$ cat src/rtl/phy_tx_lane_serializer_if.sv
// Byte-stream handshake into the lane serializer: a byte moves on valid_in && ready_out.
interface phy_tx_lane_serializer_if;
   logic [7:0] data_in;
   logic       valid_in;
   logic       ready_out;

   modport master (output data_in, output valid_in, input ready_out);
   modport slave  (input data_in, input valid_in, output ready_out);
endinterface

$ cat src/rtl/phy_tx_lane_serializer.sv
// Lane TX serializer: FIFO bytes out MSB first, 8 clk/byte, COMMA preamble then data/IDLE; latency 1..8 clk, ready_out low when FIFO full.
// Optional PHY_TX_RESYNC_EN adds i_resync_req, which re-sends the comma preamble at the next byte boundary.
module phy_tx_lane_serializer #(
   parameter int         DEPTH       = 4,
   parameter int         COMMA_COUNT = 4,
   parameter logic [7:0] COMMA       = 8'hBC,
   parameter logic [7:0] IDLE        = 8'h7C
) (
   input  logic i_clk_32f,
   input  logic i_reset_L,
`ifdef PHY_TX_RESYNC_EN
   input  logic i_resync_req,
`endif
   phy_tx_lane_serializer_if.slave i_byte_if,
   output logic o_data_out,
   output logic o_byte_start,
   output logic o_active
);
   localparam int AW  = $clog2(DEPTH);
   localparam int CW  = AW + 1;
   localparam int CCW = $clog2(COMMA_COUNT + 1);

   typedef enum logic {SYNC, RUN} state_t;

   state_t         r_state;
   state_t         w_state_nxt;
   logic [7:0]     r_mem [DEPTH];
   logic [AW-1:0]  r_wr_ptr;
   logic [AW-1:0]  r_rd_ptr;
   logic [CW-1:0]  r_count;
   logic [CW-1:0]  w_count_nxt;
   logic           r_ready;
   logic [2:0]     r_bit_cnt;
   logic [CCW-1:0] r_comma_cnt;
   logic [CCW-1:0] w_comma_nxt;
   logic [CCW-1:0] w_comma_base;
   logic [CCW-1:0] w_comma_inc;
   logic [6:0]     r_shreg;
   logic           r_data_out;
   logic           r_byte_start;
   logic           r_active;
   logic           w_active_nxt;
   logic [7:0]     w_byte;
   logic           w_pop;
   logic           w_push;
   logic           w_boundary;
   logic           w_resync;

`ifdef PHY_TX_RESYNC_EN
   logic r_resync_pend;

   // A request landing on the boundary edge itself acts on that same slot.
   assign w_resync = r_resync_pend | i_resync_req;

   always_ff @(posedge i_clk_32f or negedge i_reset_L) begin
      if (!i_reset_L)     r_resync_pend <= 1'b0;
      else if (w_boundary) r_resync_pend <= 1'b0;
      else if (i_resync_req) r_resync_pend <= 1'b1;
   end
`else
   assign w_resync = 1'b0;
`endif

   assign w_boundary   = (r_bit_cnt == 3'd0);
   assign w_push       = i_byte_if.valid_in && r_ready;
   assign w_comma_base = w_resync ? '0 : r_comma_cnt;
   assign w_comma_inc  = w_comma_base + CCW'(1);

   always_ff @(posedge i_clk_32f or negedge i_reset_L) begin
      if (!i_reset_L) r_state <= SYNC;
      else            r_state <= w_state_nxt;
   end

   always_comb begin
      w_state_nxt  = r_state;
      w_comma_nxt  = r_comma_cnt;
      w_active_nxt = r_active;
      w_byte       = IDLE;
      w_pop        = 1'b0;
      if (w_boundary) begin
         if (r_state == SYNC || w_resync) begin
            w_byte       = COMMA;
            w_comma_nxt  = w_comma_inc;
            w_active_nxt = 1'b0;
            w_state_nxt  = (w_comma_inc == CCW'(COMMA_COUNT)) ? RUN : SYNC;
         end else begin
            w_active_nxt = 1'b1;
            if (r_count != '0) begin
               w_byte = r_mem[r_rd_ptr];
               w_pop  = 1'b1;
            end
         end
      end
   end

   always_comb begin
      w_count_nxt = r_count;
      case ({w_push, w_pop})
         2'b10:   w_count_nxt = r_count + CW'(1);
         2'b01:   w_count_nxt = r_count - CW'(1);
         default: w_count_nxt = r_count;
      endcase
   end

   always_ff @(posedge i_clk_32f) begin
      if (w_push) r_mem[r_wr_ptr] <= i_byte_if.data_in;
   end

   always_ff @(posedge i_clk_32f or negedge i_reset_L) begin
      if (!i_reset_L) begin
         r_wr_ptr     <= '0;
         r_rd_ptr     <= '0;
         r_count      <= '0;
         r_ready      <= 1'b0;
         r_bit_cnt    <= 3'd0;
         r_comma_cnt  <= '0;
         r_shreg      <= 7'd0;
         r_data_out   <= 1'b0;
         r_byte_start <= 1'b0;
         r_active     <= 1'b0;
      end else begin
         r_bit_cnt    <= r_bit_cnt + 3'd1;
         r_comma_cnt  <= w_comma_nxt;
         r_active     <= w_active_nxt;
         r_byte_start <= w_boundary;
         if (w_push) r_wr_ptr <= r_wr_ptr + AW'(1);
         if (w_pop)  r_rd_ptr <= r_rd_ptr + AW'(1);
         r_count <= w_count_nxt;
         // Registered from the post-edge count, so a pop into a full FIFO frees a slot one cycle later.
         r_ready <= (w_count_nxt < CW'(DEPTH));
         if (w_boundary) begin
            r_data_out <= w_byte[7];
            r_shreg    <= w_byte[6:0];
         end else begin
            r_data_out <= r_shreg[6];
            r_shreg    <= {r_shreg[5:0], 1'b0};
         end
      end
   end

   assign i_byte_if.ready_out = r_ready;
   assign o_data_out          = r_data_out;
   assign o_byte_start        = r_byte_start;
   assign o_active            = r_active;
endmodule

$ cat src/flat_wrapper.sv
// flat-port wrapper written by rule: the top's interface ports become plain ports
module phy_tx_lane_serializer_flat 
#(
   parameter int         DEPTH       = 4,
   parameter int         COMMA_COUNT = 4,
   parameter logic [7:0] COMMA       = 8'hBC,
   parameter logic [7:0] IDLE        = 8'h7C
)
  (i_clk_32f, i_reset_L, o_data_out, o_byte_start, o_active, i_byte_if_data_in, i_byte_if_valid_in, i_byte_if_ready_out);
  phy_tx_lane_serializer_if i_byte_if_i ();
  input  logic i_clk_32f;
  input  logic i_reset_L;
  output logic o_data_out;
  output logic o_byte_start;
  output logic o_active;
  input wire logic [$bits(i_byte_if_i.data_in)-1:0] i_byte_if_data_in;
  input wire logic [$bits(i_byte_if_i.valid_in)-1:0] i_byte_if_valid_in;
  output wire logic [$bits(i_byte_if_i.ready_out)-1:0] i_byte_if_ready_out;
  assign i_byte_if_i.data_in = i_byte_if_data_in;
  assign i_byte_if_i.valid_in = i_byte_if_valid_in;
  assign i_byte_if_ready_out = i_byte_if_i.ready_out;
  phy_tx_lane_serializer #(.DEPTH(DEPTH), .COMMA_COUNT(COMMA_COUNT), .COMMA(COMMA), .IDLE(IDLE)) u_core (.i_clk_32f(i_clk_32f), .i_reset_L(i_reset_L), .i_byte_if(i_byte_if_i), .o_data_out(o_data_out), .o_byte_start(o_byte_start), .o_active(o_active));
endmodule
$ cat config.mk
export PLATFORM = sky130hd
export DESIGN_NAME = phy_tx_lane_serializer_flat
export DESIGN_NICKNAME = d
export VERILOG_FILES = /design/src/rtl/phy_tx_lane_serializer_if.sv /design/src/rtl/phy_tx_lane_serializer.sv /design/src/flat_wrapper.sv
export SDC_FILE = /design/constraint.sdc
export NUM_CORES = 1
export LEC_CHECK = 0
export CORE_MARGIN = 3
export CORE_UTILIZATION = 60
export DETAILED_ROUTE_END_ITERATION = 7
export PLACE_DENSITY = 0.81
export SYNTH_ARGS = -nofsm -noshare
export SYNTH_HDL_FRONTEND = slang
export SYNTH_SLANG_ARGS = --single-unit
$ cat constraint.sdc
create_clock -name i_clk_32f -period 3.96 [get_ports i_clk_32f]
set_input_delay 1.188 -clock i_clk_32f [delete_from_list [all_inputs] [get_ports i_clk_32f]]
set_output_delay 1.188 -clock i_clk_32f [all_outputs]
set_load 0.05 [all_outputs]
# Word level (Yosys, flattened, before mapping)
# Memory sizes are Yosys's and may differ from the RTL's.
# Cells that the tools add are included.
# Widths: inputs -> output; s select.
[totals]
out_inout_bits = 4
elab_cells = 40
mem_count = 1
ram_bits = 32
reg_bits = 25
in_bits = 11
[op_classes]
n_bitwise = 1
add_sub_neg = 6
mux = 13
n_lt_le_gt_ge = 1
eq_ne = 3
reduce_logical = 4
[memory_table]
columns = ["memory", "words", "width", "read_ports", "rd_clocked_by_memory_dff", "wr", "line_no", "rtl"]
rows = [
  ["u_core.r_mem", 4, 8, 1, 0, 1, "phy_tx_lane_serializer.sv:27", "logic [7:0] r_mem [DEPTH];"],
]
[ops]
columns = ["cell", "count"]
rows = [
  ["$mux 8", 2],
  ["$add 3x1->3 const B", 3],
  ["$mux 1", 9],
  ["$mux 7", 1],
  ["$pmux 3 s2", 1],
  ["$add 2x1->2 const B", 2],
  ["$eq 3x3->1 const B", 1],
  ["$logic_not 3->1", 1],
  ["$lt 3x3->1 const B", 1],
  ["$reduce_bool 3->1", 1],
  ["$sub 3x1->3 const B", 1],
  ["$eq 2x1->1 const B", 1],
  ["$eq 2x2->1 const B", 1],
  ["$reduce_and 2->1", 1],
  ["$logic_and 1x1->1", 1],
  ["$not 1->1", 1],
]

# Depth between registers and ports, before layout
# Gate-level depths: netlist (run 1).
[depth]
ltp_word = 7
mapped_depth = 11
depth_no_buf = 10

# Worst setup path after synthesis (run 1)
# No wires, ideal clock.
[synth_path]
path_kind = "input-to-reg"
startpoint = "input port i_byte_if_valid_in"
endpoint = "register with a tool-made name"
setup_ns = 0.079
arrival_ns = 2.351
cell_stages = 6
path_slack_ns = 1.529
t_required_ns = 3.881
n_path_buf = 0
path_cell_list = "nand2_1 > ha_1 > fa_1 > xnor2_1 > nor2_1 > xor2_1"
[synth_lines]
columns = ["item", "line_no", "rtl"]
rows = [
  ["start, declared", "flat_wrapper.sv:17", "input wire logic [$bits(i_byte_if_i.valid_in)-1:0] i_byte_if_valid_in;"],
]

# Worst setup path after layout (run 1)
[layout_path]
startpoint = "register u_core.r_ready (netlist: u_core.i_byte_if.ready_out)"
endpoint = "output port i_byte_if_ready_out"
[layout_lines]
columns = ["item", "line_no", "rtl"]
rows = [
  ["start, declared", "phy_tx_lane_serializer.sv:32", "logic r_ready;"],
  ["start signal, assigned", "phy_tx_lane_serializer.sv:130", "r_ready <= (w_count_nxt < CW'(DEPTH));"],
  ["end, declared", "flat_wrapper.sv:18", "output wire logic [$bits(i_byte_if_i.ready_out)-1:0] i_byte_if_ready_out;"],
]
# No word-level cell between the ends.

==> results of run 1 <==
==> cell families after synthesis <==
group	after synthesis	synth area share
DFF	57	0.6994
adders and majority gates	10	0.05847
AOI/OAI and AO/OA	7	0.02758
muxes	11	0.1059
and+or+nand+nor	20	0.04743
buffers and inverters	9	0.01875
xor gates and xnor gates	11	0.04247
==> cell usage in the layout, fill, tap and decap left out <==
cell type / count
nor3_1: 3
o22a_1: 4
clkbuf_1: 4
xnor2_1: 6
edfxtp_1: 32
bufinv_16: 2
a22o_1: 1
nand3b_1: 1
xor2_1: 5
nand2b_1: 1
inv_1: 6
nand2_1: 4
clkdlybuf4s50_1: 14
mux4_1: 7
or2_2: 1
ha_1: 9
nor3b_1: 2
clkinv_2: 1
and2_1: 1
mux4_2: 1
a221o_1: 1
fa_1: 1
dfrtp_1: 25
clkbuf_8: 9
nor2_1: 3
buf_4: 1
and3_1: 4
mux2_2: 3
a31o_2: 1
==> power by group <==
group	total (uW)	internal, uW	switching (uW)
Clock	553	354	199
Combinational	333	181	152
Sequential	862	762	100
==> through the flow <==
stage                     setup slack (ps)  instances  hold slack (ps)  utilization  instance area, um^2
after floorplan                       1529        125            418.2            -                 2268
after global placement                1005        183            430.3       0.7021                 2454
after detailed placement             899.3        183            448.6       0.7021                 2454
after CTS                             1171        199            456.9       0.7605                 2658
after global routing                  1113        199            478.3       0.7605                 2658
final                                 1192        199            454.8       0.7605                 2658
==> flip-flops by register name (all words and copies together), names as in the netlist, named ones only <==
register / count
u_core.r_comma_cnt: 3
u_core.r_state: 1
u_core.i_byte_if.ready_out: 1
u_core.o_data_out: 1
u_core.r_bit_cnt: 3
u_core.r_rd_ptr: 2
u_core.r_wr_ptr: 2
u_core.r_count: 2
u_core.o_byte_start: 1
u_core.o_active: 1
u_core.r_shreg: 7
u_core.r_mem: 32
==> layer usage <==
metal	up-vias	routed length (um)	GRT usage
met5	-	0	0
met4	0	50	0.1190
met3	5	139	0.06489
met2	22	1713	0.2953
met1	553	1527	0.2337
li1	514	-	-
==> how the worst max path moves through the flow <==
stage,start,end,slack (ps),cells past startpoint
2_1_floorplan,i_byte_if_valid_in,flop,1530,6
3_3_place_gp,i_byte_if_valid_in,flop,1010,7
3_5_place_dp,i_byte_if_valid_in,u_core.i_byte_if.ready_out$_DFF_PN0_,900,7
4_1_cts,u_core.i_byte_if.ready_out$_DFF_PN0_,i_byte_if_ready_out,1170,1
5_1_grt,i_byte_if_valid_in,flop,1110,7
6_report,u_core.i_byte_if.ready_out$_DFF_PN0_,i_byte_if_ready_out,1190,1
==> area by class of cell <==
cell class	count	area [um^2]	area share
timing repair buffer	15	147.6	0.05556
inverter	6	22.52	0.008475
clock inverter	3	65.06	0.02448
sequential	57	1587	0.5970
multi-input combinational	59	639.4	0.2406
clock buffer	13	138.9	0.05226
tap	46	57.56	0.02166
==> flow_metrics.env, run 1 <==
export IMPL_status="finished clean"
export IMPL_p_total_uw=1748
export IMPL_maxCapViolations=0
export IMPL_max_stage_delay_ps=830
export IMPL_grt_pass1_vias=1124
export IMPL_relSlewSlack=0.5329
export IMPL_port_buffers=14
export IMPL_whs_path_depth=1
export IMPL_initial_core_util=0.6491
export IMPL_holdBufCountCts=0
export IMPL_ys_ff_latch=57
export IMPL_reg2reg_slack_ps=1650
export IMPL_start_kind="flop"
export IMPL_n_antenna_cell=0
export IMPL_globalRouteOverflowTotal=0
export IMPL_wirelength_mm=3.431
export IMPL_die_w_um=67.49
export IMPL_dpl_hpwl_mm=2.217
export IMPL_synth_async_sr_flop_share=0.4386
export IMPL_nFillCells=195
export IMPL_fin_crit_sh=0.6990
export IMPL_antenna_found_initial=0
export IMPL_htreeDepth=3
export IMPL_post_cts_buffers=0
export IMPL_syn_area_per_cell_um2=18.15
export IMPL_yosys_top_cells_area="edfxtp_1, dfrtp_1, mux4_1, ha_1, xnor2_1"
export IMPL_peakVddDrop_uv=451.5
export IMPL_die_h_um=67.49
export IMPL_finClkSkew_ps=3.560
export IMPL_synthFlopType="edfxtp_1"
export IMPL_ioPinCount=15
export IMPL_clock_latency_ps=320
export IMPL_yosys_area_top_type="edfxtp_1"
export IMPL_layout_area_overhead_vs_synth_pct=17.15
export IMPL_hold_path_endpoint="u_core.r_bit_cnt[0]$_DFF_PN0_"
export IMPL_hold_start="u_core.r_bit_cnt[0]$_DFF_PN0_"
export IMPL_yosysWarningCount=0
export IMPL_netlist_cell_type_count=26
export IMPL_finalMaxSlewViolations=0
export IMPL_drtIter0Drc=40
export IMPL_yosysMostFrequentCell="edfxtp_1"
export IMPL_syn_inst=125
export IMPL_clk_path_buf_depth=2
export IMPL_cp_required_ps=2770
export IMPL_grt_max_degree=26
export IMPL_place_congestion=0.7180
export IMPL_p_leak_uw=0.001078
export IMPL_drtAntennaViolNets=0
export IMPL_dieArea_um2=4554
export IMPL_dr_total_vias=1094
export IMPL_endpoint_kind="output port"
export IMPL_drive_gt1_frac=0.1242
export IMPL_row_count=21
export IMPL_rsz0062_at_grt="no"
export IMPL_netlist_area_leader_share=0.4236
export IMPL_syn_nets=146
export IMPL_yosys_top_cells_count="edfxtp_1, dfrtp_1, ha_1"
export IMPL_crit_buf_inv=1
export IMPL_path_cells="clkdlybuf4s50_1"
export IMPL_r2r_start="u_core.r_count[0]$_DFFE_PN0N_"
export IMPL_critPathArrivalTime_ps=1580
export IMPL_tightest_slew_ps=699.2
export IMPL_regToRegEndpoint="u_core.i_byte_if.ready_out$_DFF_PN0_"
export IMPL_clk_pin_slew_worst_paths_ps=60
export IMPL_coreArea_um2=3495
export IMPL_ys_seq_area_frac=0.6994
export IMPL_hold_viol=0
export IMPL_viasPerCell=5.497
export IMPL_slowest_stage="clkdlybuf4s50_1"
export IMPL_critPathKind="flop to output port"
export IMPL_cts_root_buffer="clkbuf_8"
export IMPL_cts_buffers=9
export IMPL_cts_sinks=57
export IMPL_grtUsageTotal=0.1918
export IMPL_grt_first_pass_wirelength_mm=5.713
export IMPL_nNetsFinal=169
export IMPL_reg2reg_depth=8
export IMPL_cts_tree="built"
export IMPL_firstDrtPassIters=4
export IMPL_p_per_area_nw_per_um2=657.8
export IMPL_drc=0
export IMPL_fin_tns_setup_ps=0
export IMPL_hold_path_class="flop to flop"
export IMPL_setup_viol=0
export IMPL_synth_edf_count=32
export IMPL_min_period_ps=2768
export IMPL_worstPathMaxFanout=6
export IMPL_wl_per_cell_um=17.24
export IMPL_critPathTopFamily="buffers and inverters"
export IMPL_cts_resized=0
export IMPL_fmax_mhz=361.3
export IMPL_syn_area_um2=2268
(Power assumes the default switching activity.)
==> run 2: changes to the inputs <==
- CORE_UTILIZATION: 60 -> 52
- PLACE_DENSITY: 0.81 -> 0.74
- clock period: 3.96 -> 2.4 ns (I/O delays scaled with it)
==> flow_metrics.env, run 2 (same netlist as run 1, synthesis figures left out) <==
export IMPL_worstPathMaxFanout=6
export IMPL_dpl_hpwl_mm=2.315
export IMPL_p_per_area_nw_per_um2=1080
export IMPL_p_sw_uw=774.8
export IMPL_drc=0
export IMPL_cp_required_ps=1680
export IMPL_p_sw_frac=0.2656
export IMPL_clk_pin_slew_worst_paths_ps=60
export IMPL_status="finished clean"
export IMPL_cts_tree="built"
export IMPL_seqPwrFrac=0.485
export IMPL_place_inst=191
export IMPL_coreArea_um2=4115
export IMPL_largestRegisters="u_core.r_mem: 32 flops, u_core.r_shreg: 7 flops"
export IMPL_finClkSkew_ps=5.611
export IMPL_endpoint_kind="output port"
export IMPL_grt_use_met3=0.04986
export IMPL_start_kind="flop"
export IMPL_grtUsageTotal=0.1608
export IMPL_cts_sinks=57
export IMPL_cts_buffers=9
export IMPL_n_antenna_cell=0
export IMPL_clk_path_buf_depth=2
export IMPL_dr_total_vias=1102
export IMPL_clock_latency_ps=330
export IMPL_drtIter0Drc=44
export IMPL_grt_first_pass_wirelength_mm=5.878
export IMPL_hold_viol=0
export IMPL_hold_path_class="flop to flop"
export IMPL_grt_max_degree=26
export IMPL_critPathKind="flop to output port"
export IMPL_cts_root_buffer="clkbuf_8"
export IMPL_use_met1=0.2060
export IMPL_rsz0062_at_grt="no"
export IMPL_dpl_worst_slack_ps=-53.34
export IMPL_grt_pass1_vias=1166
export IMPL_p_comb_frac=0.193
export IMPL_layout_commonest_cell="edfxtp_1"
export IMPL_critPathTopFamily="buffers and inverters"
export IMPL_viasPerCell=5.324
export IMPL_row_count=23
export IMPL_path_cells="clkdlybuf4s50_1"
export IMPL_port_buffers=14
export IMPL_largest_reg_flops=32
export IMPL_drive_gt1_frac=0.1592
export IMPL_wirelength_mm=3.450
export IMPL_fin_crit_sh=0.9545
export IMPL_htreeDepth=3
export IMPL_min_period_ps=2291
export IMPL_p_leak_uw=0.001103
export IMPL_fmax_mhz=436.5
export IMPL_p_int_uw=2142
export IMPL_layout_common_cells="edfxtp_1, dfrtp_1, clkdlybuf4s50_1"
export IMPL_slowest_stage="clkdlybuf4s50_1"
export IMPL_fin_ws_ps=109.2
export IMPL_final_cells=207
export IMPL_setup_viol=0
export IMPL_met2_usage=0.2439
export IMPL_grt_busiest_layer="met2"
export IMPL_layout_area_overhead_vs_synth_pct=19.03
export IMPL_maxCapViolations=0
export IMPL_nNetsFinal=173
export IMPL_ioPinCount=15
export IMPL_drtAntennaViolNets=0
export IMPL_fin_tns_setup_ps=0
export IMPL_relSlewSlack=0.5627
export IMPL_initial_core_util=0.5512
export IMPL_clkPwrFrac=0.323
export IMPL_reg2reg_slack_ps=220
export IMPL_critPathArrivalTime_ps=1570
export IMPL_globalRouteOverflowTotal=0
export IMPL_die_h_um=72.05
export IMPL_firstDrtPassIters=4
export IMPL_largest_register="u_core.r_mem"
export IMPL_die_w_um=72.05
export IMPL_max_stage_delay_ps=830
export IMPL_crit_buf_inv=1
export IMPL_wl_per_cell_um=16.67
export IMPL_peakVddDrop_uv=550.5
export IMPL_dieArea_um2=5191
export IMPL_tightest_slew_ps=654.6
export IMPL_post_cts_buffers=0
export IMPL_place_congestion=0.6883
export IMPL_antenna_found_initial=0
export IMPL_finalMaxSlewViolations=0
run 2: cell types whose count changed in the layout (fill, tap and decap cells not counted):
cell        before  now
or2_2            1    0
clkinv_2         1    2
clkinv_1         0    2
or2_4            0    1
buf_4            1    5
clkinvlp_4       0    1
clkbuf_1         4    0
run 2: cell type report:
cell class | instances | area [um^2]
Inverter | 6 | 22.52
Clock inverter | 7 | 85.08
Clock buffer | 9 | 123.9
Tap cell | 50 | 62.56
Fill cell | 289 | 1415
Sequential cell | 57 | 1587
Multi-Input combinational cell | 59 | 641.9
Timing Repair Buffer | 19 | 177.7
run 2: per-layer routing:
layer  routed length [um]  vias up
met5                    0        -
met4                   87        0
met3                  125        8
met2                 1760       22
met1                 1477      550
li1                     -      522
run 2: repair_timing:
item / 4_1_cts / 5_1_grt
resized for setup: 0 / 1
setup endpoints to repair: 0 / 1
hold buffers: 0 / 0
endpoints found under the hold margin: 0 / 0
run 2: final timing paths:
check,end,cells after the start,startpoint
max,i_byte_if_ready_out,1,u_core.i_byte_if.ready_out$_DFF_PN0_
min,u_core.r_bit_cnt[0]$_DFF_PN0_,1,u_core.r_bit_cnt[0]$_DFF_PN0_
max reg2reg,u_core.r_count[1]$_DFFE_PN0N_,8,u_core.r_bit_cnt[0]$_DFF_PN0_
min reg2reg,u_core.r_bit_cnt[0]$_DFF_PN0_,1,u_core.r_bit_cnt[0]$_DFF_PN0_
max in group asynchronous,u_core.r_shreg[2]$_DFF_PN0_,2,i_reset_L
min in group asynchronous,u_core.r_bit_cnt[2]$_DFF_PN0_,2,i_reset_L
run 2: power groups by stage:
stage	Sequential [uW]	Clock, uW	Combinational [uW]
after floorplan	1410	0	410
after global placement	1420	0	542
after detailed placement	1430	0	578
after CTS	1420	960	577
after global routing	1440	1000	613
final	1410	941	562
run 2: stage by stage:
step | instance area, um^2 | total power, uW | utilization | hold WS [ps]
after floorplan | 2268 | 1820 | - | 418.2
after global placement | 2489 | 1959 | 0.6047 | 431.0
after detailed placement | 2489 | 2010 | 0.6047 | 443.6
after CTS | 2698 | 2955 | 0.6555 | 452.3
after global routing | 2700 | 3058 | 0.6561 | 481.5
final | 2700 | 2917 | 0.6561 | 449.3
==> run 3: changes to the inputs <==
- CORE_ASPECT_RATIO: not set -> 0.7
- PLACE_DENSITY: 0.74 -> 0.82
==> flow_metrics.env, run 3 (same netlist as run 1, synthesis figures left out) <==
export IMPL_status="finished clean"
export IMPL_cts_root_buffer="clkbuf_8"
export IMPL_p_int_uw=2059
export IMPL_globalRouteOverflowTotal=0
export IMPL_layout_common_cells="edfxtp_1, dfrtp_1, clkdlybuf4s50_1"
export IMPL_wl_per_cell_um=16.75
export IMPL_path_cells="clkdlybuf4s50_1"
export IMPL_cp_required_ps=1680
export IMPL_p_total_uw=2869
export IMPL_clk_path_buf_depth=2
export IMPL_grt_first_pass_wirelength_mm=5.733
export IMPL_p_sw_uw=810.0
export IMPL_cts_tree="built"
export IMPL_clkPwrFrac=0.308
export IMPL_p_sw_frac=0.2824
export IMPL_drc=0
export IMPL_finClkSkew_ps=9.255
export IMPL_endpoint_kind="output port"
export IMPL_hold_viol=0
export IMPL_drtIter0Drc=93
export IMPL_tightest_slew_ps=521.9
export IMPL_hold_path_class="flop to flop"
export IMPL_whs_path_depth=1
export IMPL_finalMaxSlewViolations=0
export IMPL_grtUsageTotal=0.1592
export IMPL_p_leak_uw=0.001097
export IMPL_min_period_ps=2292
export IMPL_reg2reg_slack_ps=180
export IMPL_reg2reg_depth=8
export IMPL_crit_buf_inv=1
export IMPL_row_count=19
export IMPL_worstPathMaxFanout=6
export IMPL_critPathTopFamily="buffers and inverters"
export IMPL_viasPerCell=5.276
export IMPL_setup_viol=0
export IMPL_die_h_um=61.26
export IMPL_dieArea_um2=5203
export IMPL_fin_tns_setup_ps=0
export IMPL_path_depth=1
export IMPL_initial_core_util=0.5580
export IMPL_nFillCells=274
export IMPL_critPathArrivalTime_ps=1570
export IMPL_largestRegisters="u_core.r_mem: 32 flops, u_core.r_shreg: 7 flops"
export IMPL_clock_latency_ps=330
export IMPL_layout_commonest_cell="edfxtp_1"
export IMPL_ioPinCount=15
export IMPL_nNetsFinal=174
export IMPL_dpl_hpwl_mm=2.379
export IMPL_htreeDepth=3
export IMPL_seqPwrFrac=0.493
export IMPL_start_kind="flop"
export IMPL_drtAntennaViolNets=0
export IMPL_largest_register="u_core.r_mem"
export IMPL_largest_reg_flops=32
export IMPL_grt_pass1_vias=1157
export IMPL_relSlewSlack=0.6520
export IMPL_n_antenna_cell=0
export IMPL_dr_total_vias=1108
export IMPL_maxCapViolations=0
export IMPL_firstDrtPassIters=4
export IMPL_critPathKind="flop to output port"
export IMPL_coreArea_um2=4065
export IMPL_p_per_area_nw_per_um2=1061
export IMPL_port_buffers=14
export IMPL_grt_max_degree=26
export IMPL_max_stage_delay_ps=830
export IMPL_utilization=0.6651
export IMPL_layout_area_overhead_vs_synth_pct=19.19
export IMPL_fin_crit_sh=0.9550
export IMPL_cts_sinks=57
export IMPL_die_w_um=84.94
export IMPL_rsz0062_at_grt="no"
export IMPL_holdBufCountCts=0
export IMPL_place_congestion=0.6832
export IMPL_antenna_found_initial=0
export IMPL_clk_pin_slew_worst_paths_ps=70
export IMPL_p_comb_frac=0.199
export IMPL_slowest_stage="clkdlybuf4s50_1"
export IMPL_wirelength_mm=3.517
export IMPL_peakVddDrop_uv=751.3
export IMPL_drive_gt1_frac=0.1772
export IMPL_fmax_mhz=436.3
export IMPL_cts_buffers=9
==> run 3: changes by cell type in the layout (fill, tap and decap cells not counted) <==
cell,previous run,this run
buf_4,5,6
bufinv_16,2,1
clkinv_1,2,0
clkinv_2,2,0
clkinv_4,0,1
clkinvlp_4,1,3
inv_6,0,2
==> run 3: layer usage <==
metal / wire [um] / global-route usage
met5: 0 / 0
met4: 30 / 0.08804
met3: 215 / 0.06551
met2: 1793 / 0.2644
met1: 1477 / 0.1808
==> run 3: timing repair <==
action,CTS,global route
endpoints found under the setup margin,0,2
setup buffers,0,0
resized for setup,0,1
==> run 3: metrics by stage <==
step           hold WS (ps)  instances  worst slack (ps)  instance area (um^2)
2_1_floorplan         418.2        125             246.3                  2268
3_3_place_gp          429.3        194             15.00                  2499
3_5_place_dp          444.9        194            -51.28                  2499
4_1_cts               453.5        210             75.16                  2701
5_1_grt               479.0        210             22.29                  2704
6_report              448.9        210             107.9                  2704
==> run 3: cell type report <==
| type | instances | area, um^2 | area share |
|---|---|---|---|
| inverter | 6 | 22.52 | 0.008329 |
| clock inverter | 7 | 78.83 | 0.02915 |
| tap | 52 | 65.06 | 0.02406 |
| timing repair buffer | 20 | 185.2 | 0.06849 |
| clock buffer | 9 | 123.9 | 0.04581 |
| multi-input combinational | 59 | 641.9 | 0.2374 |
| sequential | 57 | 1587 | 0.5868 |
==> run 3: power groups by stage <==
stage | Sequential (uW) | Combinational [uW] | Clock (uW)
6_report | 1410 | 572 | 883
5_1_grt | 1440 | 629 | 955
4_1_cts | 1420 | 583 | 908
3_5_place_dp | 1430 | 583 | 0
3_3_place_gp | 1420 | 546 | 0
2_1_floorplan | 1410 | 410 | 0
==> run 3: worst paths after layout <==
check                                                end                            startpoint
max reg2reg                u_core.r_count[1]$_DFFE_PN0N_         u_core.r_bit_cnt[0]$_DFF_PN0_
max                                  i_byte_if_ready_out  u_core.i_byte_if.ready_out$_DFF_PN0_
min in group asynchronous  u_core.r_bit_cnt[1]$_DFF_PN0_                             i_reset_L
max in group asynchronous    u_core.r_shreg[5]$_DFF_PN0_                             i_reset_L
min reg2reg                u_core.r_bit_cnt[0]$_DFF_PN0_         u_core.r_bit_cnt[0]$_DFF_PN0_
min                        u_core.r_bit_cnt[0]$_DFF_PN0_         u_core.r_bit_cnt[0]$_DFF_PN0_
